[src/rtl/serial_shift_out_pkg.sv]
// Shared definitions for the serial shift-out driver: FSM state encoding
// and a constant-function clog2 used to size counters.
package serial_shift_out_pkg;

  typedef enum logic [1:0] {
    ST_IDLE  = 2'd0,
    ST_SHIFT = 2'd1,
    ST_LATCH = 2'd2,
    ST_DONE  = 2'd3
  } state_e;

  // Smallest r with 2**r >= value; loop is bounded so it elaborates statically.
  function automatic int clog2(input int value);
    int r;
    r = 0;
    for (int i = 0; i < 31; i++) begin
      if ((1 << i) < value) r = i + 1;
    end
    return r;
  endfunction

endpackage

[src/rtl/serial_shift_out_clk_phase_div.sv]
// Phase counter for one serial bit: 2*DIV clk cycles per bit, sclk low for the
// first half and high for the second, with a strobe on the last phase.
module clk_phase_div #(
  parameter int DIV   = 4,
  parameter int CNT_W = 4
) (
  input  logic clk_i,
  input  logic rst_i,
  input  logic clr_i,
  input  logic en_i,
  output logic sclk_lvl_o,
  output logic bit_end_o
);

  localparam logic [CNT_W-1:0] HALF = CNT_W'(DIV);
  localparam logic [CNT_W-1:0] LAST = CNT_W'(2 * DIV - 1);

  logic [CNT_W-1:0] phase_q;
  logic [CNT_W-1:0] phase_d;

  // Next phase: wraps at the end of a bit, held at zero while disabled.
  always_comb begin
    phase_d = phase_q;
    if (clr_i || !en_i) begin
      phase_d = '0;
    end else if (phase_q == LAST) begin
      phase_d = '0;
    end else begin
      phase_d = phase_q + CNT_W'(1);
    end
  end

  // Phase register.
  always_ff @(posedge clk_i) begin
    if (rst_i) phase_q <= '0;
    else       phase_q <= phase_d;
  end

  assign sclk_lvl_o = en_i && (phase_q >= HALF);
  assign bit_end_o  = en_i && (phase_q == LAST);

endmodule

[src/rtl/serial_shift_out.sv]
// Serialises one DATA_WIDTH-bit word onto a shift-register chain (sclk/sdo),
// then pulses latch and reports completion with a one-cycle done.
// Handshake: a word is accepted on a rising clk edge where start && ready;
// data is sampled on that edge only; start at any other time is dropped.
module serial_shift_out
  import serial_shift_out_pkg::*;
#(
  parameter int DATA_WIDTH   = 64,
  parameter int DIV          = 4,
  parameter int MSB_FIRST    = 1,
  parameter int LATCH_CYCLES = 0
) (
  input  logic                  clk,
  input  logic                  rst,
  input  logic                  start,
  input  logic [DATA_WIDTH-1:0] data,
  output logic                  ready,
  output logic                  busy,
  output logic                  done,
  output logic                  sclk,
  output logic                  sdo,
  output logic                  latch
);

  localparam int LAT_L   = (LATCH_CYCLES == 0) ? 2 * DIV : LATCH_CYCLES;
  localparam int CNT_MAX = (2 * DIV > LAT_L) ? 2 * DIV : LAT_L;
  localparam int CNT_W   = clog2(CNT_MAX + 1);
  localparam int BIT_W   = clog2(DATA_WIDTH + 1);

  localparam logic [BIT_W-1:0] LAST_BIT = BIT_W'(DATA_WIDTH - 1);
  localparam logic [CNT_W-1:0] LAST_LAT = CNT_W'(LAT_L - 1);

  state_e                state_q, state_d;
  logic [DATA_WIDTH-1:0] sr_q, sr_d;
  logic [BIT_W-1:0]      bit_cnt_q, bit_cnt_d;
  logic [CNT_W-1:0]      lat_cnt_q, lat_cnt_d;
  logic                  accept;
  logic                  sclk_lvl;
  logic                  bit_end;

  assign accept = (state_q == ST_IDLE) && start;

  clk_phase_div #(
    .DIV   (DIV),
    .CNT_W (CNT_W)
  ) u_phase (
    .clk_i      (clk),
    .rst_i      (rst),
    .clr_i      (accept),
    .en_i       (state_q == ST_SHIFT),
    .sclk_lvl_o (sclk_lvl),
    .bit_end_o  (bit_end)
  );

  // FSM next state, shift register and counters; outputs decode the state.
  always_comb begin
    state_d   = state_q;
    sr_d      = sr_q;
    bit_cnt_d = bit_cnt_q;
    lat_cnt_d = lat_cnt_q;
    ready     = 1'b0;
    busy      = 1'b1;
    done      = 1'b0;
    sclk      = 1'b0;
    sdo       = 1'b0;
    latch     = 1'b0;
    case (state_q)
      ST_IDLE: begin
        ready = 1'b1;
        busy  = 1'b0;
        if (start) begin
          sr_d      = data;
          bit_cnt_d = '0;
          state_d   = ST_SHIFT;
        end
      end
      ST_SHIFT: begin
        sclk = sclk_lvl;
        sdo  = (MSB_FIRST != 0) ? sr_q[DATA_WIDTH-1] : sr_q[0];
        if (bit_end) begin
          if (bit_cnt_q == LAST_BIT) begin
            lat_cnt_d = '0;
            state_d   = ST_LATCH;
          end else begin
            bit_cnt_d = bit_cnt_q + BIT_W'(1);
            sr_d      = (MSB_FIRST != 0) ? (sr_q << 1) : (sr_q >> 1);
          end
        end
      end
      ST_LATCH: begin
        latch     = 1'b1;
        lat_cnt_d = lat_cnt_q + CNT_W'(1);
        if (lat_cnt_q == LAST_LAT) state_d = ST_DONE;
      end
      ST_DONE: begin
        done    = 1'b1;
        state_d = ST_IDLE;
      end
      default: state_d = ST_IDLE;
    endcase
  end

  // State and datapath registers with synchronous reset.
  always_ff @(posedge clk) begin
    if (rst) begin
      state_q   <= ST_IDLE;
      sr_q      <= '0;
      bit_cnt_q <= '0;
      lat_cnt_q <= '0;
    end else begin
      state_q   <= state_d;
      sr_q      <= sr_d;
      bit_cnt_q <= bit_cnt_d;
      lat_cnt_q <= lat_cnt_d;
    end
  end

endmodule
[config.mk]
export PLATFORM = sky130hd
export DESIGN_NAME = serial_shift_out
export DESIGN_NICKNAME = d
export VERILOG_FILES = /design/src/rtl/serial_shift_out_pkg.sv /design/src/rtl/serial_shift_out_clk_phase_div.sv /design/src/rtl/serial_shift_out.sv
export SDC_FILE = /design/constraint.sdc
export NUM_CORES = 1
export LEC_CHECK = 0
export ABC_AREA = 1
export ABC_CLOCK_PERIOD_IN_PS = 1760
export CAP_MARGIN = 15
export CORE_MARGIN = 2
export CORE_UTILIZATION = 53
export DETAILED_ROUTE_END_ITERATION = 8
export PLACE_DENSITY = 0.91
export SYNTH_ARGS = -nofsm -noshare
export SYNTH_HDL_FRONTEND = slang
export SYNTH_SLANG_ARGS = --single-unit
[constraint.sdc]
create_clock -name clk -period 1.76 [get_ports clk]
set_input_delay 0.352 -clock clk [delete_from_list [all_inputs] [get_ports clk]]
set_output_delay 0.352 -clock clk [all_outputs]
set_load 0.01 [all_outputs]
==> results of run 1 <==
[synthesized netlist by cell type, drive strengths merged]
master / count
buf: 24
o21ai: 4
nand4: 4
nor3: 1
a21oi: 16
nand3: 11
xnor2: 1
inv: 17
ha: 8
nand2: 166
clkbuf: 6
mux2i: 63
or2: 1
dfxtp: 81
xor2: 1
nor2: 151
[metrics by stage]
step / std cells / util [%] / worst slack (ps) / hold slack, ps / total power, mW
global placement: 709 / 66.4 / -49.1 / 430 / 6.00
finish: 738 / 73.5 / -27.5 / 457 / 8.57
CTS: 727 / 70.0 / 10.5 / 450 / 7.74
detailed placement: 709 / 66.4 / -136 / 440 / 6.20
floorplan: 555 / - / 123 / 418 / 5.46
global route: 738 / 73.5 / -82.3 / 492 / 9.17
[flip-flops by register name (all words and copies together), names as in the netlist]
name	count
sr_q	64
lat_cnt_q	4
state_q	2
bit_cnt_q	7
u_phase.phase_q	4
[power groups by stage]
stage	registers [mW]	logic, mW	clock network (mW)
3_3_place_gp	2.69	3.31	0
4_1_cts	2.70	3.81	1.23
6_report	2.73	4.61	1.23
2_1_floorplan	2.65	2.81	0
5_1_grt	2.79	5.05	1.33
3_5_place_dp	2.74	3.46	0
[worst paths after layout]
path | startpoint | endpoint | slack [ps] | cells past startpoint
max | bit_cnt_q[0] | sr_q[0] | -30 | 11
min | bit_cnt_q[6] | bit_cnt_q[6] | 460 | 2
max reg2reg | bit_cnt_q[0] | sr_q[0] | -30 | 11
min reg2reg | bit_cnt_q[6] | bit_cnt_q[6] | 460 | 2
[cells by family after synthesis]
| kind of cell | Yosys count |
|---|---|
| flops | 81 |
| simple gates | 334 |
| compound gates | 20 |
| xor+xnor | 2 |
| buf+inv | 47 |
| fa+ha+maj | 8 |
| mux | 63 |
[what timing repair did]
item	CTS	global route
pin swaps	1	4
endpoints found under the setup margin	66	79
gates cloned	2	6
gates resized for setup	16	31
setup buffers	2	5
[cell usage in the layout (no fill, tap or decap)]
master,count
a21oi_1,15
a21oi_2,1
buf_12,5
buf_16,3
buf_4,13
buf_6,2
clkbuf_16,5
clkbuf_2,2
clkbuf_8,11
clkdlybuf4s15_1,1
clkdlybuf4s50_1,66
clkinv_2,2
clkinvlp_4,1
dfxtp_1,77
dfxtp_2,3
dfxtp_4,1
dlygate4sd2_1,3
ha_1,4
ha_2,2
ha_4,2
inv_1,10
inv_2,7
mux2i_1,63
nand2_1,162
nand2_2,3
nand2_4,1
nand3_1,8
nand3_2,2
nand3_4,1
nand4_1,4
nor2_1,144
nor2_2,3
nor2_4,4
nor3_1,1
o21ai_0,3
o21ai_2,1
or2_2,1
xnor2_1,1
xor2_1,1
[layer usage]
metal,vias up,part of all wire [%]
met5,-,0
met4,0,2.0
met3,20,4.5
met2,126,54
met1,1780,40
li1,1902,-
[worst register-to-register path: cells and delay by family (launching register included)]
family,cells,cell delay (ps)
adders and majority gates,1,140
AOI/OAI and AO/OA,1,120
buffers and inverters,3,420
and+or+nand+nor,6,640
DFF,1,360
[area by class of cell]
type	instances	area [um^2]
Clock buffer	11	151
Clock inverter	3	17.5
Fill cell	547	1930
Inverter	17	63.8
Multi-Input combinational cell	427	2240
Sequential cell	81	1630
Tap cell	99	124
Timing Repair Buffer	100	1130
==> results.tsv, run 1 <==
metric	value	unit
outcome	finished with violations	
Crit path max-delay family	simple AND/OR/NAND/NOR gates	
Internal Power	5.14	mW
CP bufs+invs	3	
synth warn	0	
grt met3 use	4.15	%
Initial Util	55.0	%
top cell type's share of synthesized area	40.5	%
DR vias	3828	
clock sinks	81	
htree depth	3	
Crit Path Category	flop to flop	
overall routed net length	10.3	mm
Worst path slowest cell	dfxtp_2	
Initial DRC Count	179	
post-synthesis cell area	0.00401	mm^2
Mapped Nets	630	
Most common cell on crit path	nor2_4	
mux share of post-synthesis cell area	15.7	%
worst path cell trace	ha_4, nand2_1, nor2_2, nand2_2, nor2_4, nor2_4, buf_6, buf_12, clkbuf_16, o21ai_2, nor2_1	
Synth cell types	22	
largest net degree at the start of global routing	58	
Synth Area in XOR/XNOR	0.437	%
Worst Skew	12.4	ps
DIE WIDTH	91.0	um
Peak VDD IR	697	uV
Final ANT Viol Nets	0	
Mapped Avg Cell Area	7.22	um^2
DP Wirelength	5.86	mm
Overflow after GRT	0	
Layout area overhead	33.8	%
failing checks	negative setup slack	
Final setup violation count	6	
antenna violations before repair	0	
Psw	3.43	mW
Core ar.	0.00729	mm^2
biggest area consumer among synthesized cells	dfxtp_1	
register area share after synthesis	40.5	%
# rows	31	
clk_lat worst skew	350	ps
PortBufs	72	
endpoint type of the worst setup path	flop	
hold_buf cts	0	
clk buf depth	2	
dominant cells by area after synthesis	dfxtp_1, mux2i_1, nand2_1	
CP max FO	9	
max incr delay on CP	360	ps
Clk pin slew, worst setup/hold paths	80	ps
Reg power frac	31.8	%
first-pass GRT wire length	15.1	mm
max-slew violations	0	
global-route total usage across every layer	22.2	%
drt drc	0	
post-synthesis adder-cell area fraction	2.50	%
# nets final	711	
DP Area	0.00484	mm^2
CTS buffer count	9	
clock power share	14.4	%
wire length per cell	14.0	um
fmax	559	MHz
Worst Tran Pin Value	283	ps
met2 Resource Use GR	40.9	%
vias in the first global route	3484	
largest family of logic cells by synthesized area	simple AND/OR/NAND/NOR gates	
post-route setup slack	-27.5	ps
max cap viols	0	
met1 Usage GRT	25.7	%
CTS root buf	clkbuf_8	
CP Data Arrival Time	2030	ps
RSZ-0062 raised after global routing	true	
GP Congestion	0.824	
power share of the combinational group	53.8	%
Net Sw Frac	40.0	%
worst rel slew slack	81.1	%
synthesized instance count	555	
top-level I/O count	73	
Synth Area in Compound Gates	2.50	%
Startpoint Class	flop	
CTS tree	yes	
busiest grt layer	met2	
post-synthesis register bit count	81	
setup TNS	-60.7	ps
die span in y	91.0	um
Hold WC Path Type	flop to flop	
Tcrit/Tclk final	102	%
Die ar.	0.00827	mm^2
fin crit period	1790	ps
final instance area	0.00536	mm^2
Critical Path RT	2000	ps
fraction of layout cells with a size suffix above 1	11.9	%
Fin. Hold Viols	0	
Vias/cell	5.19	
Leak	2.32	nW
Simple-Gate Fraction of Synth Area	32.2	%
PD cells	1600	mW/mm^2
antenna cell count	0	
Initial DRT Pass Iterations	4	
No activity file was read; power rests on OpenSTA's default activity.
==> inputs of run 2 (changes only) <==
--- a/config.mk
+++ b/config.mk
@@ -6,7 +6,7 @@
 export NUM_CORES = 1
 export LEC_CHECK = 0
 export ABC_AREA = 1
-export ABC_CLOCK_PERIOD_IN_PS = 1760
+export ABC_CLOCK_PERIOD_IN_PS = 1800
 export CAP_MARGIN = 15
 export CORE_MARGIN = 2
 export CORE_UTILIZATION = 53
==> constraint.sdc (replaced) <==
create_clock -name clk -period 1.8 [get_ports clk]
set_input_delay 0.36 -clock clk [delete_from_list [all_inputs] [get_ports clk]]
set_output_delay 0.36 -clock clk [all_outputs]
set_load 0.01 [all_outputs]
==> run 2 against run 1 <==
  * Power decreased by 0.62%
  * Critical endpoint is now sr_q[46]
  * Wire length grew 3.9%
  * Critical path depth rose by 1
  * Highest routed layer unchanged
  * Clock power up 12%
  * The flow now finishes without violations
  * Sequential share of layout area is 0.16 points higher
  * Fmax grew 0.35%
  * Largest cell class unchanged
==> results.tsv, run 2 (synthesis results as in run 1) <==
metric	value	unit
Final ANT Viol Nets	0	
Worst Tran Pin Value	354	ps
max FFs per register	64	
Regs by FF count	sr_q: 64 flops, bit_cnt_q: 7 flops	
Psw	3.40	mW
Internal Power	5.12	mW
DR vias	3882	
Layout area overhead	33.1	%
clock sinks	81	
CTS root buf	clkbuf_8	
CP Data Arrival Time	2030	ps
PD cells	1600	mW/mm^2
Worst Skew	11.7	ps
Crit Path Category	flop to flop	
Core ar.	0.00729	mm^2
clock power share	16.2	%
Overflow after GRT	0	
commonest non-fill, non-tap cells in the layout	nand2_1, nor2_1, dfxtp_1	
first-pass GRT wire length	15.1	mm
fraction of layout cells with a size suffix above 1	10.3	%
fin crit period	1780	ps
total power	8.52	mW
most common cell after layout, fill and taps aside	nand2_1	
RSZ-0062 raised after global routing	true	
largest net degree at the start of global routing	75	
Fin. Hold Viols	0	
endpoint type of the worst setup path	flop	
wire length per cell	14.5	um
Initial DRT Pass Iterations	4	
DIE WIDTH	91.0	um
global-route total usage across every layer	22.1	%
die span in y	91.0	um
vias in the first global route	3570	
Initial Util	55.0	%
power share of the combinational group	52.5	%
Leak	2.33	nW
DP Wirelength	6.21	mm
CP max FO	9	
antenna cell count	0	
worst rel slew slack	76.4	%
outcome	completed	
htree depth	3	
antenna violations before repair	0	
Net Sw Frac	39.9	%
drt drc	0	
Initial DRC Count	190	
Hold Slack	456	ps
reg2reg path depth	12	
fmax	561	MHz
Vias/cell	5.23	
clk_lat worst skew	350	ps
Final setup violation count	0	
Startpoint Class	flop	
# rows	31	
max cap viols	0	
top-level I/O count	73	
Peak VDD IR	771	uV
worst hold path depth	1	
GP Congestion	0.845	
# nets final	713	
Reg power frac	31.3	%
CTS tree	yes	
CTS buffer count	9	
Clk pin slew, worst setup/hold paths	90	ps
clk buf depth	2	
setup TNS	0	ps
Hold WC Path Type	flop to flop	
Critical Path RT	2050	ps
overall routed net length	10.7	mm
Die ar.	0.00827	mm^2
PortBufs	72	
max-slew violations	0	
Tcrit/Tclk final	99.0	%
Largest Register	sr_q	
==> run 2: cell count changes in the layout (fill, tap and decap cells not counted), sizes merged <==
| cell | delta |
|---|---|
| buf | +2 |
| bufinv | +1 |
| clkbuf | -1 |
| dlygate4sd2 | +2 |
==> run 2: path summary, 6_finish.rpt <==
check | from | endpoint | slack [ps]
hold reg to reg | u_phase.phase_q[0] | u_phase.phase_q[0] | 460
hold / removal | u_phase.phase_q[0] | u_phase.phase_q[0] | 460
setup reg to reg | state_q[0] | sr_q[46] | 20
setup / recovery | state_q[0] | sr_q[46] | 20
==> run 2: through the flow <==
stage	area, um^2	setup slack (ps)	instances	util, %
2_1_floorplan	4010	155	555	-
3_3_place_gp	4840	-20.9	710	66.3
3_5_place_dp	4840	-101	710	66.3
4_1_cts	5050	2.13	728	69.3
5_1_grt	5330	-67.8	742	73.1
6_report	5330	18.8	742	73.1
==> run 2: layout make-up <==
| cell class | instances | area [um^2] |
|---|---|---|
| Multi-Input combinational cell | 427 | 2180 |
| Fill cell | 563 | 1960 |
| Sequential cell | 81 | 1630 |
| Timing Repair Buffer | 102 | 1130 |
| Clock buffer | 12 | 155 |
| Tap cell | 99 | 124 |
| Inverter | 17 | 63.8 |
| Clock inverter | 4 | 51.3 |
==> run 2: what timing repair did <==
item                                    4_1_cts  5_1_grt
hold buffers                                  0        0
endpoints found under the setup margin       57       75
gates resized for setup                       9       17
cloned                                        0       11
pin swaps                                     0        1
setup buffers                                 2        3
==> run 2: power groups by stage <==
stage                     Sequential, mW  Combinational, mW  Clock, mW
final                               2.66               4.47       1.38
after floorplan                     2.59               2.75          0
after detailed placement            2.67               3.40          0
after global placement              2.63               3.22          0
after CTS                           2.64               3.41       1.39
after global routing                2.71               4.91       1.49
==> run 2: per-layer routing <==
| metal | share of wire [%] | track usage, % |
|---|---|---|
| met3 | 5.4 | 4.48 |
| met1 | 40 | 24.7 |
| met2 | 52 | 40.6 |
| met5 | 0 | 0 |
| met4 | 2.6 | 9.34 |
==> run 2: critical path, cell delays in order, from the launching register on <==
cell and delay [ps]:
dfxtp_4 380, inv_2 40, ha_2 180, inv_2 70, nor2_1 60, inv_1 80, nand3_2 100, nor2_4 240
buf_12 190, clkbuf_16 160, nand2_1 50, nand2_1 80, nor2_1 40
